===== src/rtl/ledtest_pkg.sv =====
// Shared encodings for the LED test Wishbone master: pattern modes, FSM states and bus constants.
package ledtest_pkg;

  localparam logic [1:0] MODE_WALK     = 2'b00;
  localparam logic [1:0] MODE_COUNT    = 2'b01;
  localparam logic [1:0] MODE_PINGPONG = 2'b10;
  localparam logic [1:0] MODE_TOGGLE   = 2'b11;

  localparam logic [2:0] CTI_CLASSIC = 3'b000;
  localparam logic [1:0] BTE_LINEAR  = 2'b00;

  // Ping-pong direction: left moves toward bit7.
  localparam logic DIR_LEFT  = 1'b0;
  localparam logic DIR_RIGHT = 1'b1;

  typedef enum logic [1:0] {
    IDLE  = 2'd0,
    WRITE = 2'd1,
    RETRY = 2'd2,
    READ  = 2'd3
  } state_e;

  function automatic logic is_one_hot(input logic [7:0] v);
    return (v != 8'h00) && ((v & (v - 8'h01)) == 8'h00);
  endfunction

endpackage


===== src/rtl/ledtest_pattern_gen.sv =====
// Next-pattern logic for the LED test master; owns the ping-pong direction,
// which only moves when the master actually consumes a new pattern (advance).
module ledtest_pattern_gen
  import ledtest_pkg::*;
(
  input  logic       clk,
  input  logic       srst,
  input  logic [7:0] cur_pattern,
  input  logic [1:0] mode,
  input  logic       advance,
  output logic [7:0] next_pattern
);

  logic dir_reg;
  logic dir_next;

  always_comb begin
    next_pattern = cur_pattern;
    dir_next     = dir_reg;
    case (mode)
      MODE_WALK: begin
        next_pattern = is_one_hot(cur_pattern) ? {cur_pattern[6:0], cur_pattern[7]} : 8'h01;
      end
      MODE_COUNT: begin
        next_pattern = cur_pattern + 8'h01;
      end
      MODE_PINGPONG: begin
        if (!is_one_hot(cur_pattern)) begin
          next_pattern = 8'h01;
          dir_next     = DIR_LEFT;
        end else begin
          // Bouncing off an end flips direction before the shift.
          if (cur_pattern[7]) begin
            dir_next = DIR_RIGHT;
          end else if (cur_pattern[0]) begin
            dir_next = DIR_LEFT;
          end
          next_pattern = (dir_next == DIR_LEFT) ? {cur_pattern[6:0], 1'b0}
                                                : {1'b0, cur_pattern[7:1]};
        end
      end
      default: begin
        next_pattern = ~cur_pattern;
      end
    endcase
  end

  always_ff @(posedge clk) begin
    if (srst) begin
      dir_reg <= DIR_LEFT;
    end else if (advance) begin
      dir_reg <= dir_next;
    end
  end

endmodule


===== src/rtl/ledtest_wb_master.sv =====
// Wishbone B3 classic master that periodically writes an LED pattern to LED_ADR.
// Define LEDTEST_READBACK_EN to add a read-back/compare cycle after every write.
module ledtest_wb_master
  import ledtest_pkg::*;
#(
  parameter int          TICK_DIV = 25000000,
  parameter int          TIMEOUT  = 255,
  parameter logic [31:0] LED_ADR  = 32'h0000_0000
) (
  input  logic        wb_clk,
  input  logic        wb_rst,
  input  logic        en_i,
  input  logic [1:0]  mode_i,
  output logic [31:0] wbm_adr_o,
  output logic [7:0]  wbm_dat_o,
  input  logic [7:0]  wbm_dat_i,
  output logic        wbm_we_o,
  output logic        wbm_cyc_o,
  output logic        wbm_stb_o,
  output logic [2:0]  wbm_cti_o,
  output logic [1:0]  wbm_bte_o,
  input  logic        wbm_ack_i,
  input  logic        wbm_err_i,
  input  logic        wbm_rty_i,
  output logic [7:0]  pattern_o,
  output logic        busy_o,
  output logic        err_o
);

  localparam int CNT_W = $clog2(TICK_DIV);
  localparam int TMO_W = $clog2(TIMEOUT + 1);

  logic [CNT_W-1:0] cnt_reg;
  logic             tick;

  state_e      state_reg, state_next;
  logic        cyc_reg, cyc_next;
  logic        stb_reg, stb_next;
  logic        we_reg, we_next;
  logic [31:0] adr_reg;
  logic [7:0]  dat_reg, dat_next;
  logic [7:0]  pattern_reg, pattern_next;
  logic        err_reg, err_next;
  logic [TMO_W-1:0] tmo_reg, tmo_next;
  logic        advance;
  logic [7:0]  gen_pattern;

  assign tick = en_i && (cnt_reg == CNT_W'(TICK_DIV - 1));

  always_ff @(posedge wb_clk) begin
    if (wb_rst || !en_i || tick) begin
      cnt_reg <= '0;
    end else begin
      cnt_reg <= cnt_reg + 1'b1;
    end
  end

  ledtest_pattern_gen u_pattern_gen (
    .clk          (wb_clk),
    .srst         (wb_rst),
    .cur_pattern  (pattern_reg),
    .mode         (mode_i),
    .advance      (advance),
    .next_pattern (gen_pattern)
  );

`ifdef LEDTEST_READBACK_EN
  // Remembers whether a retry gap should resume the read rather than the write.
  logic rd_retry_reg, rd_retry_next;
`else
  logic unused_dat;
  assign unused_dat = ^wbm_dat_i;
`endif

  always_comb begin
    state_next   = state_reg;
    cyc_next     = cyc_reg;
    stb_next     = stb_reg;
    we_next      = we_reg;
    dat_next     = dat_reg;
    pattern_next = pattern_reg;
    err_next     = err_reg;
    tmo_next     = tmo_reg;
    advance      = 1'b0;
`ifdef LEDTEST_READBACK_EN
    rd_retry_next = rd_retry_reg;
`endif
    case (state_reg)
      IDLE: begin
        if (tick) begin
          advance    = 1'b1;
          dat_next   = gen_pattern;
          state_next = WRITE;
          cyc_next   = 1'b1;
          stb_next   = 1'b1;
          we_next    = 1'b1;
          tmo_next   = '0;
        end
      end
      WRITE, READ: begin
        // Every outcome below ends the current bus cycle unless we are still waiting.
        if (wbm_err_i) begin
          cyc_next   = 1'b0;
          stb_next   = 1'b0;
          we_next    = 1'b0;
          err_next   = 1'b1;
          state_next = IDLE;
        end else if (wbm_ack_i) begin
          cyc_next   = 1'b0;
          stb_next   = 1'b0;
          we_next    = 1'b0;
          state_next = IDLE;
          if (state_reg == WRITE) begin
            pattern_next = dat_reg;
`ifdef LEDTEST_READBACK_EN
            state_next = READ;
            cyc_next   = 1'b1;
            stb_next   = 1'b1;
            tmo_next   = '0;
`endif
          end
`ifdef LEDTEST_READBACK_EN
          else if (wbm_dat_i != dat_reg) begin
            err_next = 1'b1;
          end
`endif
        end else if (wbm_rty_i) begin
          cyc_next   = 1'b0;
          stb_next   = 1'b0;
          we_next    = 1'b0;
          state_next = RETRY;
`ifdef LEDTEST_READBACK_EN
          rd_retry_next = (state_reg == READ);
`endif
        end else if (tmo_reg == TMO_W'(TIMEOUT - 1)) begin
          cyc_next   = 1'b0;
          stb_next   = 1'b0;
          we_next    = 1'b0;
          err_next   = 1'b1;
          state_next = IDLE;
        end else begin
          tmo_next = tmo_reg + 1'b1;
        end
      end
      RETRY: begin
        state_next = WRITE;
        cyc_next   = 1'b1;
        stb_next   = 1'b1;
        we_next    = 1'b1;
        tmo_next   = '0;
`ifdef LEDTEST_READBACK_EN
        if (rd_retry_reg) begin
          state_next = READ;
          we_next    = 1'b0;
        end
`endif
      end
      default: begin
        state_next = IDLE;
        cyc_next   = 1'b0;
        stb_next   = 1'b0;
        we_next    = 1'b0;
      end
    endcase
  end

  always_ff @(posedge wb_clk) begin
    if (wb_rst) begin
      state_reg   <= IDLE;
      cyc_reg     <= 1'b0;
      stb_reg     <= 1'b0;
      we_reg      <= 1'b0;
      adr_reg     <= '0;
      dat_reg     <= '0;
      pattern_reg <= '0;
      err_reg     <= 1'b0;
      tmo_reg     <= '0;
    end else begin
      state_reg   <= state_next;
      cyc_reg     <= cyc_next;
      stb_reg     <= stb_next;
      we_reg      <= we_next;
      adr_reg     <= cyc_next ? LED_ADR : '0;
      dat_reg     <= dat_next;
      pattern_reg <= pattern_next;
      err_reg     <= err_next;
      tmo_reg     <= tmo_next;
    end
  end

`ifdef LEDTEST_READBACK_EN
  always_ff @(posedge wb_clk) begin
    if (wb_rst) begin
      rd_retry_reg <= 1'b0;
    end else begin
      rd_retry_reg <= rd_retry_next;
    end
  end
`endif

  assign wbm_adr_o = adr_reg;
  assign wbm_dat_o = dat_reg;
  assign wbm_we_o  = we_reg;
  assign wbm_cyc_o = cyc_reg;
  assign wbm_stb_o = stb_reg;
  assign wbm_cti_o = CTI_CLASSIC;
  assign wbm_bte_o = BTE_LINEAR;
  assign pattern_o = pattern_reg;
  assign busy_o    = (state_reg != IDLE);
  assign err_o     = err_reg;

endmodule


===== config.mk =====
export PLATFORM = sky130hd
export DESIGN_NAME = ledtest_wb_master
export DESIGN_NICKNAME = d
export VERILOG_FILES = /design/src/rtl/ledtest_pkg.sv /design/src/rtl/ledtest_pattern_gen.sv /design/src/rtl/ledtest_wb_master.sv
export SDC_FILE = /design/constraint.sdc
export NUM_CORES = 1
export LEC_CHECK = 0
export ABC_AREA = 1
export CAP_MARGIN = 40
export CORE_ASPECT_RATIO = 1.1
export CORE_UTILIZATION = 51
export DETAILED_ROUTE_END_ITERATION = 8
export PLACE_DENSITY_LB_ADDON = 0.3
export SLEW_MARGIN = 0
export SYNTH_ARGS = -nofsm -noshare
export SYNTH_HDL_FRONTEND = slang
export SYNTH_SLANG_ARGS = --single-unit

===== constraint.sdc =====
create_clock -name wb_clk -period 1.8 [get_ports wb_clk]
set_input_delay 0.54 -clock wb_clk [delete_from_list [all_inputs] [get_ports wb_clk]]
set_output_delay 0.54 -clock wb_clk [all_outputs]
set_load 0.02 [all_outputs]

* Word level (Yosys, flattened, before mapping) *
Cells that the tools add are included.

cells by class
  add/subtract/negate cells = 4
  equal/unequal tests = 15
  mux-type cells = 33
  bitwise logic cells = 3
  reduce and logical (&&, ||, !) cells = 18

operator list
  kind                     number
  $mux W8                  8
  $pmux W8 S3              2
  $add A25 B1 Y25 const B  1
  $eq A25 B25 Y1 const B   1
  $add A8 B1 Y8 const B    2
  $mux W1                  16
  $ne A2 B2 Y1 const B     6
  $mux W2                  5
  $and A8 B8 Y8            1
  $eq A8 B8 Y1 const B     1
  $logic_not A8 Y1         1
  $not A8 Y8               1
  $reduce_and A4 Y1        2
  $reduce_bool A8 Y1       1
  $sub A8 B1 Y8 const B    1
  $eq A2 B2 Y1 const B     3
  $pmux W2 S3              1
  $reduce_and A2 Y1        3
  $ne A5 B5 Y1 const B     1
  $reduce_and A5 Y1        1
  $eq A2 B1 Y1 const B     2
  $logic_not A2 Y1         2
  $reduce_bool A2 Y1       2
  $pmux W1 S3              1
  other kinds (6)          8

word-level totals
  register bits after elaboration = 54
  input bits = 16
  output and inout bits = 58
  word-level logic and storage cells = 81

* Logic depth before layout (Yosys ltp) *
Gate-level depths: netlist of the first run.

  depth in word-level cells = 9
  gate-level depth with buffers = 14
  gate-level depth less buffers = 14

* Hierarchy *
A second synthesis of the first run with hierarchy kept.

unflattened totals
  cells, all modules = 552
  area, all modules = 3,577.2 µm²

by module, submodules not included
  module               times used  cells an instance  area each (µm²)  seq. area each (µm²)
  ledtest_wb_master    1           418                2,866.5          1,041.0
  ledtest_pattern_gen  1           134                710.7            20.0

* Worst setup path after synthesis of the first run *
Ideal clock, no wire load.

  kind = register to register
  from = reg pattern_reg[1] (netlist: pattern_o[1])
  to = reg dat_reg[0] (netlist: wbm_dat_o[0])
  setup time = 0.122 ns
  data arrival time = 1.626 ns
  required time = 1.678 ns
  path slack = 0.053 ns
  stages on the path, launching flop included = 11
  path buffers = 0
  period minus slack after synthesis = 1.747 ns
  path through = dfxtp_1 -> inv_1 -> ha_1 -> nand4_1 -> nand2_1 -> nor2_4 -> nand2_2 -> o21ai_1 -> nand2_1 -> o21ai_0 -> a21oi_1

on the way
  longest elaborated chain between the ends = 6
  elaborated cells on any way between the ends = 9
  classes of those cells = 1 x add/sub; 4 x mux; 1 x bitwise; 3 x reduce/logical

ends and longest elaborated chain
  what                               RTL line                                              text
  start: declaration                 ledtest_wb_master.sv:42                               logic [7:0] pattern_reg, pattern_next;
  start signal: assignment           ledtest_wb_master.sv:185                              pattern_reg <= pattern_next;
  $sub A8 B1 Y8                      ledtest_pkg.sv:24                                     return (v != 8'h00) && ((v & (v - 8'h01)) == 8'h00);
  $and A8 B8 Y8                      ledtest_pkg.sv:24
  $logic_not A8 Y1                   ledtest_pkg.sv:24
  $logic_and A1 B1 Y1                ledtest_pkg.sv:24
  $mux W8, on equally long branches  ledtest_pattern_gen.sv:28, ledtest_pattern_gen.sv:22
  $pmux W8 S3 (*)                    ledtest_pattern_gen.sv:20                             case (mode)
  end signal: assignment             ledtest_wb_master.sv:184                              dat_reg <= dat_next;
  end: declaration                   ledtest_wb_master.sv:41                               logic [7:0] dat_reg, dat_next;

Every way passes the cells marked *; elsewhere a longest branch is shown, timed or not.
A chain may end at the register's enable or synchronous reset.

* Final worst setup path of the first run *
  from = reg cnt_reg[0]
  to = reg tmo_reg[2]

on the way
  longest elaborated chain between the ends = 4

ends and longest elaborated chain
  what                         RTL line                  text
  start: declaration           ledtest_wb_master.sv:33   logic [CNT_W-1:0] cnt_reg;
  start signal: assignment     ledtest_wb_master.sv:54   cnt_reg <= cnt_reg + 1'b1;
  $eq A25 B25 Y1               ledtest_wb_master.sv:48   assign tick = en_i && (cnt_reg == CNT_W'(TICK_DIV - 1));
  $logic_and A1 B1 Y1          ledtest_wb_master.sv:48
  $ne A2 B2 Y1 (no line)       --
  $reduce_and A5 Y1 (no line)  --
  end signal: assignment       ledtest_wb_master.sv:187  tmo_reg <= tmo_next;
  end: declaration             ledtest_wb_master.sv:44   logic [TMO_W-1:0] tmo_reg, tmo_next;

Every way passes these cells.

==> out/metrics.sh, run 1 <==
POST_DETAILED_ROUTE_COUNT_OF_ANTENNA_VIOLATING_NETS=0
CP_DATA_ARRIVAL_TIME_NS=1.97
CTS_NUM_SINKS=53
GRT_MAX_DEGREE=16
LAYOUT.CELLS.NON_FILLER=638
MET3ROUTEDLENGTH_UM=284
FINAL-SETUP-VIOL-COUNT=0
MOSTFREQUENTLAYOUTCELL='sky130_fd_sc_hd__nand2_1'
DETAIL_ROUTE.VIAS_PER_CELL=5.05
DETAILEDPLACEMENTHPWL_UM=5650
INITIAL_CORE_UTIL_PCT=54.0
SEQUENTIAL_SHARE_OF_POWER_PCT=58.1
PLACE_INST=621
TIMING.HOLD.WS_NS=0.475
CTS_TREE='built'
OUTCOME='completed'
FILLERINSTANCES=570
MAX_SLEW_VIOLATIONS=0
FINALWEIGHTEDCONGESTION=0.882
OVERALL_FRACTION_OF_GLOBAL_ROUTE_TRACKS_IN_USE_PCT=21.6
FINALHOLDVIOLATIONS=0
CLOCK_INSERTION_DELAY_WORST_SKEW_NS=0.30
CLKPWRFRAC_PCT=31.9
FINAL.SETUP.TNS_NS=0
CLK_PIN_SLEW_NS=0.09
SYNTH_ENABLE_FLOP_CELLS=0
SYNTH_SEQ_AREA_SHARE_PCT=31.0
DRT_FIRST_PASS_ITERS=4
POSTSYNTH.ASYNCRESETSHARE_PCT=0
DETAILEDROUTE.FIRSTITERATIONVIOLATIONS=126
MET1_ROUTED_WIRELENGTH_AFTER_DETAILED_ROUTING_UM=3520
WORST_R2R_STARTPOINT='cnt_reg[0]'
MAPPEDNETLISTAREA_UM2=3420
GRT_OVERFLOW_TOTAL=0
YS_FF_LATCH=53
DIEWIDTH_UM=80.1
IR_WORST_VDD_uV=376
SYNTH.YOSYS.WARNINGS=0
HOLD_PATH_CLASS='register to register'
WORST-PATH-MAX-FANOUT=9
FINALCRITPERIODSHARE_PCT=95.8
REMAINING_DRCS=0
GRT_FIRST_PASS_WIRELENGTH_UM=12000
UNREPAIRED_SETUP_ENDPOINTS_AFTER_GLOBAL_ROUTING='true'
ROUTED-WL-MET2_UM=3940
ANTENNA_FOUND_INITIAL=0
REQUIRED_NS=2.05
TIMING.MAX_CAP.VIOLATIONS=0
WORST_SETUP_PATH_STARTPOINT='cnt_reg[0]'
DIE_AR_UM2=7050
CTS_ROOT_BUF='sky130_fd_sc_hd__clkbuf_8'
SYN-INSTANCE-COUNT=492
ROUTEDWLPERCELL_UM=12.3
TIMING.CRITICAL_PATH.FROM_TYPE='register'
DOMINANT_REGISTER_CELL_IN_THE_SYNTHESIZED_NETLIST='sky130_fd_sc_hd__dfxtp_1'
STD_CELL_ROWS=30
LAYOUT-AREA-OVERHEAD-VS-SYNTH_PCT=20.5
CTS_MAX_LEVEL=2
POWER.SWITCHING_mW=0.509
HOLDCRITSTARTPOINT='err_o'
POST_ROUTE_CELLS_DRIVE_ABOVE_1_SHARE_PCT=20.6
DIE_HEIGHT_UM=87.9
TOP_LAYER='met4'
CLK_PATH_BUF_DEPTH=2
MOST-COMMON-LAYOUT-CELLS='sky130_fd_sc_hd__nand2_1 (85), sky130_fd_sc_hd__nor2_1 (48), sky130_fd_sc_hd__dfxtp_1 (48)'
INTERNAL_POWER_mW=1.51
ROUTE.VIAS.TOTAL=3223
POST_SYNTHESIS_CELL_TYPE_COUNT=42
CRIT_PATH_END_KIND='register'
TOTAL_LEAKAGE_POWER_nW=1.81
VIA_COUNT_OF_THE_FIRST_GLOBAL_ROUTING_PASS=2755
FIN_SKEW_NS=0.00736
FMAXACHIEVABLE_MHz=580
TOTAL_POWER_mW=2.02
PATH_CLASS='register to register'
CORE-AREA_UM2=6340
PORT_BUFFERS=28
INSERTEDDIODECOUNT=0
SYN_AVG_CELL_AREA_UM2=6.96
SWITCHING_SHARE_PCT=25.2
POWER.SHARE.COMBINATIONAL_PCT=10.0
TOP_LEVEL_PORTS=74
FINAL_PERIOD_MINUS_WORST_SETUP_SLACK_NS=1.72
CTS-HOLD-FIX-BUFFERS=0
POWER_DENSITY_nW_PER_UM2=490
TOTAL_WIRELENGTH_UM=7840
LARGEST_REGISTER_FF_COUNT=25
NNETSFINAL=578
NUMCTSBUFFERS=5
[worst max-delay path: stages, from the launching register on]
cell and delay, ns:
sky130_fd_sc_hd__dfxtp_2 0.36, sky130_fd_sc_hd__ha_4 0.14, sky130_fd_sc_hd__nand2_2 0.05, sky130_fd_sc_hd__inv_2 0.07
sky130_fd_sc_hd__nand2_4 0.06, sky130_fd_sc_hd__inv_4 0.07, sky130_fd_sc_hd__nand3_4 0.07, sky130_fd_sc_hd__nor2_4 0.23
sky130_fd_sc_hd__nand3_4 0.15, sky130_fd_sc_hd__nand2_8 0.14, sky130_fd_sc_hd__nand2_8 0.08, sky130_fd_sc_hd__o21bai_4 0.10
sky130_fd_sc_hd__and3_1 0.14
[final timing paths]
| kind | cells past startpoint | to | slack (ns) |
|---|---|---|---|
| max | 12 | tmo_reg[2] | 0.08 |
| min | 2 | err_o | 0.47 |
| max reg2reg | 12 | tmo_reg[2] | 0.08 |
| min reg2reg | 2 | err_o | 0.47 |
[cells by family (layout without fill, tap and decap cells)]
kind of cell / Yosys count / after routing / synth area share (%)
buf+inv: 108 / 136 / 17.0
xor+xnor: 14 / 14 / 3.58
other cells: 1 / 37 / 0.110
simple gates: 226 / 228 / 32.5
compound gates: 85 / 85 / 14.0
flops: 53 / 53 / 31.0
fa+ha+maj: 5 / 5 / 1.83
[metal layers]
layer  global-route usage, %  vias up
met5                       0        -
met1                    26.2     1477
met3                    3.33        9
met4                    7.47        0
li1                        -     1662
met2                    38.8       75
[metrics by stage]
stage               util (%)  setup WS [ns]  area [µm²]
finish                  65.0         0.0763        4130
global route            65.0        -0.0746        4130
CTS                     61.8        0.00493        3920
detailed placement      60.9         -0.333        3860
global placement        60.9         -0.300        3860
floorplan                  -         0.0526        3560
[area by class of cell]
cell class / count / area, µm² / share of cell area [%]
inverters: 58 / 223 / 5.40
well taps: 80 / 100 / 2.43
clock inverters: 1 / 7.51 / 0.182
flip-flops and latches: 53 / 1070 / 26.0
multi-input cells: 369 / 2040 / 49.5
clock buffers: 7 / 76.3 / 1.85
repair buffers: 70 / 603 / 14.6
[cells in the mapped netlist, types with 3 or more instances]
| cell type | instances | share of area, % |
|---|---|---|
| sky130_fd_sc_hd__nand2_1 | 91 | 10 |
| sky130_fd_sc_hd__dfxtp_1 | 53 | 31 |
| sky130_fd_sc_hd__nor2_1 | 50 | 5.5 |
| sky130_fd_sc_hd__a21oi_1 | 46 | 6.7 |
| sky130_fd_sc_hd__inv_1 | 46 | 5.0 |
| sky130_fd_sc_hd__buf_4 | 39 | 8.5 |
| sky130_fd_sc_hd__nand3_1 | 20 | 2.9 |
| sky130_fd_sc_hd__o21ai_0 | 19 | 2.8 |
| sky130_fd_sc_hd__nand4_1 | 16 | 2.9 |
| sky130_fd_sc_hd__nor3_1 | 12 | 1.8 |
| sky130_fd_sc_hd__xor2_1 | 11 | 2.8 |
| sky130_fd_sc_hd__inv_2 | 10 | 1.1 |
| sky130_fd_sc_hd__nor2_2 | 9 | 1.6 |
| sky130_fd_sc_hd__o21a_1 | 6 | 1.3 |
| sky130_fd_sc_hd__buf_2 | 5 | 0.73 |
| sky130_fd_sc_hd__ha_1 | 5 | 1.8 |
| sky130_fd_sc_hd__nand3_2 | 4 | 1.2 |
| sky130_fd_sc_hd__nor2_4 | 4 | 1.3 |
| sky130_fd_sc_hd__o2111ai_1 | 4 | 1.0 |
| sky130_fd_sc_hd__a21oi_2 | 3 | 0.77 |
| sky130_fd_sc_hd__a31oi_1 | 3 | 0.55 |
| sky130_fd_sc_hd__buf_6 | 3 | 0.99 |
| sky130_fd_sc_hd__clkbuf_1 | 3 | 0.33 |
| sky130_fd_sc_hd__nand2_2 | 3 | 0.55 |
| sky130_fd_sc_hd__nand3b_1 | 3 | 0.66 |
| sky130_fd_sc_hd__or2_2 | 3 | 0.55 |
| sky130_fd_sc_hd__xnor2_1 | 3 | 0.77 |
[power groups by stage]
stage / logic, mW / clock network, mW / registers, mW
6_report: 0.203 / 0.644 / 1.17
3_3_place_gp: 0.193 / 0 / 1.20
2_1_floorplan: 0.188 / 0 / 1.20
5_1_grt: 0.224 / 0.708 / 1.17
3_5_place_dp: 0.194 / 0 / 1.20
4_1_cts: 0.195 / 0.670 / 1.18
[timing repair]
action	CTS	global route
pin swaps	2	16
resized for setup	22	37
cloned	0	2
endpoints found under the setup margin	22	35
buffers inserted	0	7
No activity file was read; power rests on OpenSTA's default activity.
==> run 2: changes to the inputs <==
- CORE_MARGIN: default -> 1
==> results of run 2 <==
Final layout, timing and power as in run 1 (identical DEF).
